## config.mk

```make
export PLATFORM = sky130hd
export DESIGN_NAME = updown_counter
export DESIGN_NICKNAME = d
export VERILOG_FILES = /design/src/rtl/updown_counter.sv
export SDC_FILE = /design/constraint.sdc
export NUM_CORES = 1
export LEC_CHECK = 0
export ABC_AREA = 1
export CORE_MARGIN = 3
export CORE_UTILIZATION = 49
export DETAILED_ROUTE_END_ITERATION = 16
export PLACE_DENSITY = 0.84
export SYNTH_ARGS = -nofsm -noshare
export SYNTH_HDL_FRONTEND = slang
export SYNTH_SLANG_ARGS = --single-unit
```

## constraint.sdc

```tcl
create_clock -name clk -period 3.7 [get_ports clk]
set_input_delay 0.74 -clock clk [delete_from_list [all_inputs] [get_ports clk]]
set_output_delay 0.74 -clock clk [all_outputs]
set_load 0.005 [all_outputs]
```

## src/rtl/updown_counter.sv

```systemverilog
module updown_counter #(
  parameter int unsigned      WIDTH   = 8,
  parameter logic [WIDTH-1:0] MAX_VAL = '1,
  parameter int unsigned      MODE    = 0
) (
  input  logic             clk,
  input  logic             rstn,
  input  logic             en,
  input  logic             up,
  input  logic             clr,
  input  logic             load,
  input  logic [WIDTH-1:0] load_val,
  output logic [WIDTH-1:0] q,
  output logic             tc,
  output logic             evt,
  output logic             busy,
  output logic             done,
  output logic             start,
  output logic             start_delayed
);

  typedef enum logic [1:0] {
    IDLE,
    RUN,
    DONE
  } state_t;

  state_t           state;
  state_t           state_nxt;
  logic [WIDTH-1:0] q_nxt;
  logic             evt_nxt;
  logic             at_bound;

  always_comb begin
    at_bound  = up ? (q == MAX_VAL) : (q == '0);
    tc        = en & at_bound & (state != DONE);
    start     = en;
    busy      = (state == RUN);
    done      = (state == DONE);

    q_nxt     = q;
    state_nxt = state;
    evt_nxt   = 1'b0;

    if (clr) begin
      q_nxt     = '0;
      state_nxt = IDLE;
    end else if (load) begin
      q_nxt     = (load_val > MAX_VAL) ? MAX_VAL : load_val;
      state_nxt = IDLE;
    end else if (en && (state != DONE)) begin
      state_nxt = RUN;
      if (!at_bound) begin
        q_nxt = up ? q + 1'b1 : q - 1'b1;
      end else begin
        evt_nxt = 1'b1;
        if (MODE == 0) begin
          q_nxt = up ? '0 : MAX_VAL;
        end else if (MODE == 1) begin
          q_nxt = q;
        end else begin
          q_nxt     = q;
          state_nxt = DONE;
        end
      end
    end
  end

  always_ff @(posedge clk) begin
    if (!rstn) begin
      q             <= '0;
      evt           <= 1'b0;
      start_delayed <= 1'b0;
      state         <= IDLE;
    end else begin
      q             <= q_nxt;
      evt           <= evt_nxt;
      start_delayed <= start;
      state         <= state_nxt;
    end
  end

`ifdef UPDOWN_COUNTER_CHECKERS_EN
  logic chk_init = 1'b0;

  always_ff @(posedge clk) begin
    chk_init <= 1'b1;
  end

  a_rst_init: assume property (@(posedge clk) !chk_init |-> !rstn);

  p_q_range: assert property (@(posedge clk) disable iff (!rstn)
    q <= MAX_VAL);
  c_q_range: cover property (@(posedge clk) disable iff (!rstn)
    q == MAX_VAL);

  p_hold: assert property (@(posedge clk) disable iff (!rstn)
    (!en && !clr && !load) |=> $stable(q));
  c_hold: cover property (@(posedge clk) disable iff (!rstn)
    (!en && !clr && !load));

  p_inc: assert property (@(posedge clk) disable iff (!rstn)
    (en && up && (q < MAX_VAL) && !clr && !load && (state != DONE))
    |=> (q == $past(q) + 1'b1));
  c_inc: cover property (@(posedge clk) disable iff (!rstn)
    (en && up && (q < MAX_VAL) && !clr && !load && (state != DONE)));

  p_dec: assert property (@(posedge clk) disable iff (!rstn)
    (en && !up && (q > '0) && !clr && !load && (state != DONE))
    |=> (q == $past(q) - 1'b1));
  c_dec: cover property (@(posedge clk) disable iff (!rstn)
    (en && !up && (q > '0) && !clr && !load && (state != DONE)));

  p_start: assert property (@(posedge clk) disable iff (!rstn)
    en |-> start);
  c_start: cover property (@(posedge clk) disable iff (!rstn) en);

  p_start_dly: assert property (@(posedge clk) disable iff (!rstn)
    start |=> start_delayed);
  c_start_dly: cover property (@(posedge clk) disable iff (!rstn)
    start ##1 start_delayed);

  p_evt: assert property (@(posedge clk) disable iff (!rstn)
    (tc && !clr && !load) |=> evt);
  c_evt: cover property (@(posedge clk) disable iff (!rstn)
    (tc && !clr && !load) ##1 evt);

  p_done_frozen: assert property (@(posedge clk) disable iff (!rstn)
    (done && !clr && !load) |=> $stable(q));
  c_done_frozen: cover property (@(posedge clk) disable iff (!rstn)
    done);
`endif

endmodule

```

# Word level (Yosys, flattened, before mapping)
# Cells that the tools add are included.
# word_totals
ff_bits,11
inputBits,14
mem_bits_ro,0
elab_cells,24
latchBits,0
ram_bits,0
memories,0
# op_classes
eq_ne,1
n_mux,8
n_addsub,2
magnitude_cmp,1
n_reduce_logical,5
n_div,0
bitwise,3
mul,0
n_shift,0
# op_table
operator,count
$mux W8,6
$add A8 B1 Y8 const B,1
$eq A8 B8 Y1 const B,1
$gt A8 B8 Y1 const B,1
$logic_not A8 Y1,1
$sub A8 B1 Y8 const B,1
$reduce_or A4 Y1,1
$reduce_or A3 Y1,1
$mux W1,2
$not A1 Y1,2
$reduce_bool A2 Y1,1
$reduce_or A2 Y1,1
$and A1 B1 Y1,1

# Depth between registers and ports, before layout
# logic_depth
ltp_word,5
mapped_depth,11
mapped_depth_nobuf,11

# Worst setup path after synthesis
# No wires, ideal clock.
# synth_path
path_kind,input to output
from,input up
to,output tc
stages,5
required_time_ps,2960
slack_ps,1679
n_path_buf,0
arrival_time_ps,1281
cell_sequence,nor2_2 > nand3_2 > nor2_4 > nor2_8 > nor2_1
# synth_via
elab_chain_cells,2
# synth_rtl
item,line,rtl
"start, declared",9,"input logic up,"
$mux W1,35,at_bound = up ? (q == MAX_VAL) : (q == '0);
$and A1 B1 Y1,36,tc = en & at_bound & (state != DONE);
"end, declared",14,"output logic tc,"
# No other way between the ends.

# Final worst setup path
# Ends and elaborated chain as after synthesis.

==> impl_metrics.csv <==
group,metric,value,unit
synthesis,synth_cells,130,
placement,gp_congestion,0.932,
worst_setup_path,worstPathRequired,2.96,ns
finish,final_nets,180,
clock_tree,insertion_delay,0.27,ns
clock_tree,clk_pin_slew,0.08,ns
detailed_routing,wl_per_cell,12.6,um
finish,diodes,0,
synthesis,yosys_warnings,0,
floorplan,die_w,49.0,um
detailed_routing,drt-pass1-iter-count,4,
clock_tree,cts.sinks,11,
placement,place_hpwl,1.89,mm
finish,area_growth,33.4,%
global_routing,grt_max_degree,10,
detailed_routing,drt-initial-drc-count,18,
synthesis,yosysTopAreaCell,"dfxtp_1",
sta,tightest_slew,0.510,ns
pwr,leakage,0.572,nW
clock_tree,clockBufferDepth,2,
sta,final_hold_viol_count,0,
sta,fmax,323,MHz
floorplan,row_count,14,
sta,slew_headroom,0.659,
floorplan,ios,28,
run,maxCapViolCount,0,
global_routing,first_global_vias,897,
synthesis,synth_top_area_share,0.243,
synthesis,synth_area_leaders,"dfxtp_1 (24%), nand2_1 (12%), ha_1 (8.3%)",
global_routing,grt_pass1_wl,3.96,mm
synthesis,synthFlopType,"dfxtp_1",
detailed_routing,postRouteWirelength,2.30,mm
worst_setup_path,endpoint_kind,"output pin",
finish,drive_gt1_frac,0.114,
synthesis,synth.avg_cell_area,6.98,sq um
detailed_routing,ant_nets,0,
worst_setup_path,crit_fanout,7,
placement,port_buffers,26,
sta,period_share,0.836,
finish,final_cells,182,
synthesis,async_flop_share,0,
pwr,p_per_area,274,nW/um^2
synthesis,synth_edf_count,0,
detailed_routing,drc_errors,0,
worst_setup_path,start_kind,"input pin",
sta,finalCriticalPeriod,3.09,ns
sta,setup-tns-final,0,ns
finish,postLayoutCoreUtil,0.743,
detailed_routing,via_per_inst,5.14,
clock_tree,cts_root_buffer,"clkbuf_4",
clock_tree,postCtsSetupRepairBufs,0,
placement,dp.cells,178,
clock_tree,tritoncts,"built",
worst_setup_path,reg2reg_slack,2.11,ns
floorplan,die_h,49.0,um
sta,rsz0062_at_grt,"false",
synthesis,synth.most_common_cell,"nand2_1",
synthesis,ys_types,29,
global_routing,grt_overflow,0,
finish,multi_input_area,597,sq um
global_routing,track_usage,0.209,
floorplan,initial_core_util,0.557,
hold_path,hp-class,"reg2reg",
clock_tree,post_cts_resized,0,
status,outcome,"finished clean",
floorplan,dieArea,2400,sq um
worst_setup_path,arrival,2.35,ns
detailed_routing,num_vias,935,
clock_tree,htree_levels,1,
clock_tree,numCtsBuffers,3,
sta,finalSetupViolCount,0,
synthesis,synth_commonest_cells,"nand2_1 (30), inv_1 (19), nor2_1 (16)",
global_routing,antenna_found_initial,0,
finish,nFillCells,150,
clock_tree,ctsHoldBuffers,0,
synthesis,synth_seq_area_share,0.243,
synthesis,syn_area,907,sq um
pwr,ir_worst_vdd,0.212,mV
worst_setup_path,worstSetupPathType,"in2out",
floorplan,core,1630,sq um
sta,maxSlewViolCount,0,
synthesis,ys_seq_elements,11,
sta,skew,0.0107,ns
synthesis,syn_nets,151,
finish,ff_latch_area,220,sq um
-- critical path, stage by stage --
cell             delay, ns
clkdlybuf4s50_1       0.55
nand2_1               0.08
nor2_1                0.09
nand2_1               0.09
nor2_4                0.16
nor2_8                0.07
nor2_1                0.09
clkdlybuf4s50_1       0.50
-- layer usage --
| layer | part of all wire | track usage | vias to the layer above |
|---|---|---|---|
| li1 | - | - | 480 |
| met1 | 0.44 | 0.255 | 432 |
| met2 | 0.52 | 0.385 | 21 |
| met3 | 0.035 | 0.0398 | 2 |
| met4 | 0.0044 | 0.0284 | 0 |
| met5 | 0 | 0 | - |
-- through the flow --
step / setup WS (ns) / total power [mW] / hold WS (ns) / cell area (sq um)
after floorplan: 1.68 / 0.206 / 0.490 / 907
after global placement: 0.620 / 0.247 / 0.484 / 1180
after detailed placement: 0.592 / 0.251 / 0.510 / 1180
after CTS: 0.587 / 0.335 / 0.521 / 1210
after global routing: 0.519 / 0.352 / 0.549 / 1210
final: 0.608 / 0.331 / 0.513 / 1210
-- final timing paths --
| check | cells after the start | end | from |
|---|---|---|---|
| min | 2 | state[0]$_SDFFE_PP0P_ | state[0]$_SDFFE_PP0P_ |
| min reg2reg | 2 | state[0]$_SDFFE_PP0P_ | state[0]$_SDFFE_PP0P_ |
| max reg2reg | 10 | q[6]$_SDFFE_PP0P_ | q[0]$_SDFFE_PP0P_ |
| max | 8 | tc | up |
-- report_power, final --
group          leakage [nW]  switching (mW)  internal [mW]
logic                 0.464          0.0597         0.0559
clock network        0.0177          0.0434         0.0400
registers            0.0903         0.00806          0.124
-- cell families (layout without fill, tap and decap cells) --
kind of cell | after synthesis | after routing | share of synthesized area
adder cells (fa/ha/maj) | 7 | 7 | 0.105
XOR/XNOR | 3 | 3 | 0.0290
other | 1 | 1 | 0.00413
AO/OA/AOI/OAI | 18 | 18 | 0.130
buffers and inverters | 22 | 50 | 0.0993
flip-flops | 11 | 11 | 0.243
AND/OR/NAND/NOR | 68 | 68 | 0.390
-- layout by cell type, fill, tap and decap left out, types with 2 or more instances in the layout --
cell type | Yosys | final
nand3_2 | 4 | 4
dfxtp_1 | 11 | 11
nand3_1 | 6 | 6
nand2_1 | 30 | 30
o221ai_1 | 5 | 5
a21oi_1 | 9 | 9
inv_1 | 19 | 19
clkdlybuf4s50_1 | 0 | 26
xnor2_1 | 2 | 2
nor2_4 | 2 | 2
nor2_2 | 2 | 2
nor2_1 | 16 | 16
ha_1 | 6 | 6
clkbuf_4 | 0 | 3
-- area by class of cell --
class                   instances  area share
well taps                      24      0.0248
multi-input cells              97       0.493
inverters                      20      0.0620
clock buffers                   3      0.0186
repair buffers                 26       0.215
flip-flops and latches         11       0.182
clock inverters                 1     0.00414
-- sequential cells by signal (all words and copies together) (netlist names) --
register / count
q: 8
start_delayed: 1
state: 1
evt: 1
No activity file was read; power rests on OpenSTA's default activity.
